## config.mk

```make
export PLATFORM = sky130hd
export DESIGN_NAME = rr_arbiter_8
export DESIGN_NICKNAME = d
export VERILOG_FILES = /design/src/rtl/arb_pkg.sv /design/src/rtl/rr_pick_8.sv /design/src/rtl/rr_arbiter_8.sv
export SDC_FILE = /design/constraint.sdc
export NUM_CORES = 1
export LEC_CHECK = 0
export ABC_AREA = 1
export CELL_PAD_IN_SITES_DETAIL_PLACEMENT = 1
export CELL_PAD_IN_SITES_GLOBAL_PLACEMENT = 1
export CORE_ASPECT_RATIO = 2
export CORE_UTILIZATION = 36
export DETAILED_ROUTE_END_ITERATION = 12
export PLACE_DENSITY_LB_ADDON = 0.1
export SLEW_MARGIN = 20
export SYNTH_ARGS = -nofsm -noshare
export SYNTH_HDL_FRONTEND = slang
export SYNTH_HIERARCHICAL = 1
export SYNTH_SLANG_ARGS = --single-unit
```

## constraint.sdc

```tcl
create_clock -name clk -period 3.5 [get_ports clk]
set_input_delay 0.35 -clock clk [delete_from_list [all_inputs] [get_ports clk]]
set_output_delay 0.35 -clock clk [all_outputs]
set_load 0.01 [all_outputs]
```

## src/rtl/arb_pkg.sv

```systemverilog
// Shared constants and state type for the 8-way round-robin arbiter.
// Used by rr_pick_8 and rr_arbiter_8.
package arb_pkg;

    localparam int NUM_REQ = 8;
    localparam int ID_W    = 3;

    typedef enum logic {
        IDLE  = 1'b0,
        GRANT = 1'b1
    } arb_state_t;

endpackage : arb_pkg

```

## src/rtl/rr_pick_8.sv

```systemverilog
// Combinational rotate-and-priority-encode picker.
// Scans req starting at ptr and wrapping modulo 8.
module rr_pick_8
    import arb_pkg::*;
(
    input  logic [NUM_REQ-1:0] req_i,
    input  logic [ID_W-1:0]    ptr_i,
    output logic [NUM_REQ-1:0] onehot_o,
    output logic [ID_W-1:0]    idx_o,
    output logic               found_o
);

    logic [2*NUM_REQ-1:0] req_dbl;
    logic [NUM_REQ-1:0]   req_rot;
    logic [ID_W-1:0]      offset;

    // Doubling the vector turns the circular scan into a plain slice.
    assign req_dbl = {req_i, req_i};
    assign req_rot = req_dbl[ptr_i +: NUM_REQ];
    assign found_o = |req_i;

    always_comb begin
        offset = '0;
        for (int k = NUM_REQ - 1; k >= 0; k--) begin
            if (req_rot[k]) begin
                offset = ID_W'(k);
            end
        end
    end

    // 3-bit addition wraps naturally back into the 0..7 index range.
    assign idx_o = ptr_i + offset;

    always_comb begin
        onehot_o        = '0;
        onehot_o[idx_o] = found_o;
    end

endmodule : rr_pick_8

```

## src/rtl/rr_arbiter_8.sv

```systemverilog
// Two-state round-robin arbiter for 8 requesters with registered grant outputs.
// Optional grant timeout enabled by defining RR_ARB_TIMEOUT_EN (uses MAX_HOLD).
module rr_arbiter_8
    import arb_pkg::*;
#(
    parameter int MAX_HOLD = 16
) (
    input  logic               clk,
    input  logic               rst_n,
    input  logic [NUM_REQ-1:0] req_i,
    input  logic               release_i,
    output logic [NUM_REQ-1:0] grant_o,
    output logic               grant_valid_o,
    output logic [ID_W-1:0]    grant_id_o,
    output logic               any_req_o,
    output logic               timeout_o
);

    if (MAX_HOLD < 2 || MAX_HOLD > 255) begin : g_bad_max_hold
        $error("rr_arbiter_8: MAX_HOLD must be within 2..255");
    end

    arb_state_t           state_q;
    logic [NUM_REQ-1:0]   grant_q;
    logic                 grant_valid_q;
    logic [ID_W-1:0]      grant_id_q;
    logic [ID_W-1:0]      ptr_q;
    logic [ID_W-1:0]      ptr_d;

    logic [NUM_REQ-1:0]   pick_onehot;
    logic [ID_W-1:0]      pick_idx;
    logic                 pick_found;
    logic                 vol_exit;
    logic                 tmo_hit;

    rr_pick_8 u_pick (
        .req_i    (req_i),
        .ptr_i    (ptr_q),
        .onehot_o (pick_onehot),
        .idx_o    (pick_idx),
        .found_o  (pick_found)
    );

    assign vol_exit = release_i || !req_i[grant_id_q];
    assign ptr_d    = grant_id_q + 1'b1;

`ifdef RR_ARB_TIMEOUT_EN
    localparam logic [7:0] HOLD_LAST = 8'(MAX_HOLD - 1);

    logic [7:0] hold_q;
    logic       timeout_q;

    assign tmo_hit   = (hold_q == HOLD_LAST);
    assign timeout_o = timeout_q;
`else
    assign tmo_hit   = 1'b0;
    assign timeout_o = 1'b0;
`endif

    always_ff @(posedge clk) begin
        if (!rst_n) begin
            state_q       <= IDLE;
            grant_q       <= '0;
            grant_valid_q <= 1'b0;
            grant_id_q    <= '0;
            ptr_q         <= '0;
`ifdef RR_ARB_TIMEOUT_EN
            hold_q        <= '0;
            timeout_q     <= 1'b0;
`endif
        end else begin
`ifdef RR_ARB_TIMEOUT_EN
            timeout_q <= 1'b0;
`endif
            case (state_q)
                IDLE: begin
                    if (pick_found) begin
                        state_q       <= GRANT;
                        grant_q       <= pick_onehot;
                        grant_valid_q <= 1'b1;
                        grant_id_q    <= pick_idx;
`ifdef RR_ARB_TIMEOUT_EN
                        hold_q        <= '0;
`endif
                    end
                end
                GRANT: begin
                    // Other requesters are ignored until the grantee leaves.
                    if (vol_exit || tmo_hit) begin
                        state_q       <= IDLE;
                        grant_q       <= '0;
                        grant_valid_q <= 1'b0;
                        ptr_q         <= ptr_d;
`ifdef RR_ARB_TIMEOUT_EN
                        timeout_q     <= tmo_hit && !vol_exit;
`endif
                    end else begin
`ifdef RR_ARB_TIMEOUT_EN
                        hold_q <= hold_q + 8'd1;
`endif
                    end
                end
                default: begin
                    state_q <= IDLE;
                end
            endcase
        end
    end

    assign grant_o       = grant_q;
    assign grant_valid_o = grant_valid_q;
    assign grant_id_o    = grant_id_q;
    assign any_req_o     = pick_found;

endmodule : rr_arbiter_8

```

[Word-level counts from Yosys, hierarchy flattened]
Cells that the tools add are included.
Storage, ports and cells
  register bits after elaboration: 16
  logic and storage cells: 43
  input bits: 11
  output and inout port bits: 14
Operators by class
  $lt $le $gt $ge: 3
  equality and inequality tests: 2
  bitwise gates (word level): 2
  reduce and logical (&&, ||, !) cells: 7
  shifts and indexed selects: 1
  mux-type cells: 21
  add/sub/neg operators: 2
Operators with widths (number)
  $mux 3: 8
  $mux 8: 2
  $pmux 8 s2: 1
  $shiftx 16x4->8: 1
  $and 8x8->8: 1
  $lt 3x4->1 const B: 2
  $reduce_or 8->1: 1
  $mux 1: 6
  $reduce_and 2->1: 3
  $pmux 1 s2: 2
  $add 3x1->3 const B: 1
  $add 3x3->3: 1
  $bmux 1 s3: 1
  $demux 1 s3: 1
  $ge 3x1->1 const B: 1
  $ne 2x1->1 const B: 1
  $ne 2x2->1 const B: 1
  $logic_and 1x1->1: 1
  $logic_not 1->1: 1
  $logic_or 1x1->1: 1
  $not 1->1: 1

[Depth between registers and ports, before layout]
  depth after elaboration: 17
  gate-level depth with buffers: 23
  gate-level depth less buffers: 22

[Cells and area by module]
The synthesis kept the hierarchy.
Modules (own cells, without submodules)
  rr_arbiter_8: cells an instance 98, instances 1, area each 705.7 µm²
  rr_pick_8: cells an instance 116, instances 1, area each 680.7 µm²

[Worst setup path before layout]
Ideal clock, no wire load.
  path type: flip-flop to flip-flop
  start point: reg ptr_q[0]
  end point: reg grant_q[6] (netlist: grant_o[6])
  data arrival time: 2411 ps
  stages on the path, launching flop included: 23
  setup slack: 1019 ps
  setup time: 70 ps
  path through: dfxtp_1 buf_6 inv_8 nand2_2 nand3_2 nand3_1 nand2_2 inv_1 nand2_1 nand2_1 nand2_1 nand2_1 a21boi_0 ha_1 fa_1 xor2_1 inv_1 nand3_2 nand2_2 nand2_2 nor2_1 nand2_1 a21oi_1
Between the ends
  cells in the longest elaborated chain, start to end: 17
RTL lines
  start: declaration: line rr_arbiter_8.sv:27  | logic [ID_W-1:0] ptr_q;
  start signal: assignment: line rr_arbiter_8.sv:93  | ptr_q <= ptr_d;
  $shiftx 16x4->8: line rr_pick_8.sv:19  | assign req_rot = req_dbl[ptr_i +: NUM_REQ];
  $mux 3 (8 in a row): line rr_pick_8.sv:25  | if (req_rot[k]) begin
  $add 3x3->3 *: line rr_pick_8.sv:32  | assign idx_o = ptr_i + offset;
  net pick_idx[2]: line rr_arbiter_8.sv:31  | logic [ID_W-1:0] pick_idx;
  $lt 3x4->1 (not written as such) or $ge 3x1->1 (tied branches): line rr_pick_8.sv:36  | onehot_o[idx_o] = found_o;
  $logic_and 1x1->1 (not written as such): line rr_pick_8.sv:36
  $mux 1 (not written as such): line rr_pick_8.sv:36
  $demux 1 s3 *
  $and 8x8->8 (no line) *
  net pick_onehot[6]: line rr_arbiter_8.sv:30  | logic [NUM_REQ-1:0] pick_onehot;
  $mux 8 *: line rr_arbiter_8.sv:77  | if (pick_found) begin
  $pmux 8 s2 *: line rr_arbiter_8.sv:75  | case (state_q)
  end signal: assignment: line rr_arbiter_8.sv:79  | grant_q <= pick_onehot;
  end: declaration: line rr_arbiter_8.sv:24  | logic [NUM_REQ-1:0] grant_q;
The timed path passes the listed nets; every way through them passes the cells marked *. The select of a mux whose other input is x is not followed.
A chain may end at the register's enable or synchronous reset.

[Worst setup path after layout]
Same ends and word-level chain as after synthesis.

==> summary.txt <==
Clocking
  – CTS tree: built
  – H-tree depth: 1
  – Clk root buf: clkbuf_8
  – Worst-case clock buffer depth: 2
  – Reg clk slew, reported paths: 60 ps
  – TritonCTS Buffers: 3
  – Post_cts resized: 0
  – Post CTS Setup Buffer Count: 0
  – CTS Hold Bufs: 0
  – Num Clock Sinks: 16
  – Clock Latency Late Sink: between 200 and 250 ps

Worst setup path
  – Crit-path max FO: 11
  – Worst EP required: ~3700 ps
  – R2r worst-path depth: 21
  – CP arrival: 3240 ps
  – Slowest stage delay, CP: 640 ps
  – Worst-path cell chain: inv_8 -> nand2_2 -> nand3_2 -> nand3_1 -> nand2_1 -> nand2_1 -> nand2_1 -> nand2_1 -> nand2_1 -> nand2_1 -> a21boi_0 -> ha_1 -> fa_1 -> xor2_1 -> inv_1 -> nand3_2 -> nand2_2 -> nand2_2 -> nor2_1 -> nand2_1 -> a21oi_1
  – Crit path max-delay cell type: dfxtp_1
  – Setup CP Type: flop to flop
  – CP bufs+invs: 2
  – Critical path launch point type: flop
  – Crit end category: flop
  – Most used cell, CP: nand2_1
  – Critical path depth: 21
  – Critical path's top delay family: simple AND/OR/NAND/NOR gates

Floorplanning
  – CORE AREA: 0.00365 mm²
  – Die Ht: ~90 µm
  – Rows: 31
  – Die area: 0.00412 mm²
  – DIE WIDTH: 45.9 µm
  – Initial Utilization: 0.380
  – IO Pins: 25

Timing
  – RSZ-0062 raised after global routing: no
  – Worst slew pin tran: 595 ps
  – Crit path time final: 3070 ps
  – Relative slew margins: 0.603
  – Max Fclk: 326 MHz
  – Worst Skew: around 1.8 ps
  – Hold WS: between 400 and 500 ps
  – Final setup viols: 0
  – Setup tns final: 0 ps
  – Final period util: 0.876
  – Hold violation total from the final report: 0
  – Max-slew violations: 0

Finish
  – Nets@finish: 251
  – # diodes: 0
  – Commonest non-fill, non-tap cell in the layout: nand2_1
  – Layout cells sized above 1: 0.186
  – Area Growth Syn to Fin: 21.5%
  – Final Util: 0.462
  – Commonest cells after routing, fill and taps aside: 59 x nand2_1, 29 x nand3_1, 23 x clkdlybuf4s50_1, 18 x inv_1, 18 x nor2_1

Pwr
  – Switching fraction of total power: 0.468
  – Comb power frac: 0.580
  – Worst VDD drop: 436 µV
  – Net Sw Power: 485 µW
  – Leakage Power: approximately 0.0008 µW
  – Clock power frac: 0.156
  – Cell Pwr Density: roughly 600 mW/mm²
  – Internal Power: 552 µW
  – Flop pwr share: 0.264

Global route
  – GRT Residual Overflow: 0
  – First-pass GRT wire length: 6670 µm
  – Total Routing Usage GR: 0.212
  – Vias in the first global route: 1523
  – Antenna violations before repair: 0
  – Maximum number of pins on one net before global-route repair: 15

Drt
  – Remaining DRCs: 0
  – DR iter-0 viols: 17
  – Routed wire length per instance: between 10 and 15 µm
  – Antenna-violating nets left: 0
  – WL final: a little under 4000 µm
  – Vias: about 1400
  – DR vias/cell: about 5.0
  – Detailed-router iteration count before antenna repair: 4

Placed design
  – Port Buffers: 23
  – RD Place Congestion: 0.822
  – Dpl hpwl: ~3300 µm

Synthesis
  – Seq/Total Area, Yosys: 0.231
  – Post-Syn Nets: about 230
  – #FFs+latches synth: 16
  – Yosys warns: 6
  – Post-Syn Area: 0.00139 mm²
  – Syn Inst Count: 214
  – Synth cell types: 25
  – Syn avg cell area: 6.48 µm²

Outcome
  – Status: completed

Worst hold path
  – Hold Crit Class: flop to flop
  – Hold Path Stages: 2

Run
  – MaxCap Viol Count: 0
-- power groups by stage --
stage / Combinational, µW / Sequential (µW) / Clock, µW
after floorplan: 443 / 268 / 0
after global placement: 593 / 276 / 0
after detailed placement: 603 / 279 / 0
after CTS: 608 / 275 / 166
after global routing: 675 / 282 / 171
final: 602 / 274 / 162
-- Yosys cell counts --
library cell	instances	area, µm²
a21boi_0	1	7.51
nor2_2	2	12.5
a21oi_1	11	55.1
nor2_1	18	67.6
nand2_2	16	100
fa_1	1	20.0
inv_1	18	67.6
nand2_1	59	221
a31oi_1	1	6.26
inv_8	1	11.3
conb_1	1	3.75
buf_4	3	22.5
clkinv_1	1	3.75
ha_1	2	25.0
nand3_1	29	145
xor2_1	2	17.5
inv_4	1	6.26
dfxtp_1	16	320
o21ai_0	7	35.0
nand2_4	4	45.0
nor4_1	2	12.5
buf_6	3	33.8
nand3_2	12	120
nor2_4	2	22.5
inv_2	1	3.75
-- path summary, 6_finish.rpt --
kind                      to       start  slack [ps]
hold / removal    grant_o[0]  grant_o[0]         490
hold reg to reg   grant_o[0]  grant_o[0]         490
setup / recovery  grant_o[6]    ptr_q[0]         430
setup reg to reg  grant_o[6]    ptr_q[0]         430
-- per-stage QoR --
step,total power [µW],cell area (µm²),worst slack (ps),cells
after floorplan,711,1390,1020,214
after global placement,869,1630,347,281
after detailed placement,883,1630,248,281
after CTS,1050,1680,425,285
after global routing,1130,1680,181,285
final,1040,1680,434,285
-- final cells by class --
cell class,count,area [µm²]
Timing Repair Buffer,24,238
Sequential cell,16,320
Clock buffer,4,55.1
Fill cell,525,1960
Inverter,22,92.6
Tap cell,49,61.3
Multi-Input combinational cell,170,917
-- cells by family after synthesis --
group / Yosys count / synth area share
compound gates: 20 / 0.0749
xor+xnor: 2 / 0.0126
fa+ha+maj: 3 / 0.0325
buf+inv: 28 / 0.107
flops: 16 / 0.231
other cells: 1 / 0.00270
simple gates: 144 / 0.539
-- sequential cells by signal (all words and copies together) (netlist names) --
signal / flops
state_q: 1
grant_valid_o: 1
ptr_q: 3
grant_id_o: 3
grant_o: 8
-- per-layer routing --
layer | global-route usage | share of wire | vias up
li1 | - | - | 730
met2 | 0.415 | 0.61 | 16
met4 | 0.0711 | 0.011 | 0
met3 | 0.00803 | 0.012 | 4
met1 | 0.213 | 0.37 | 662
met5 | 0 | 0 | -
-- tightest hold or removal path: cells and delay by family (launching register included) --
family,cells,cell delay (ps)
flip-flops,1,310
AND/OR/NAND/NOR,1,70
AO/OA/AOI/OAI,1,60
Note: power is estimated with default switching activity, not from simulation.
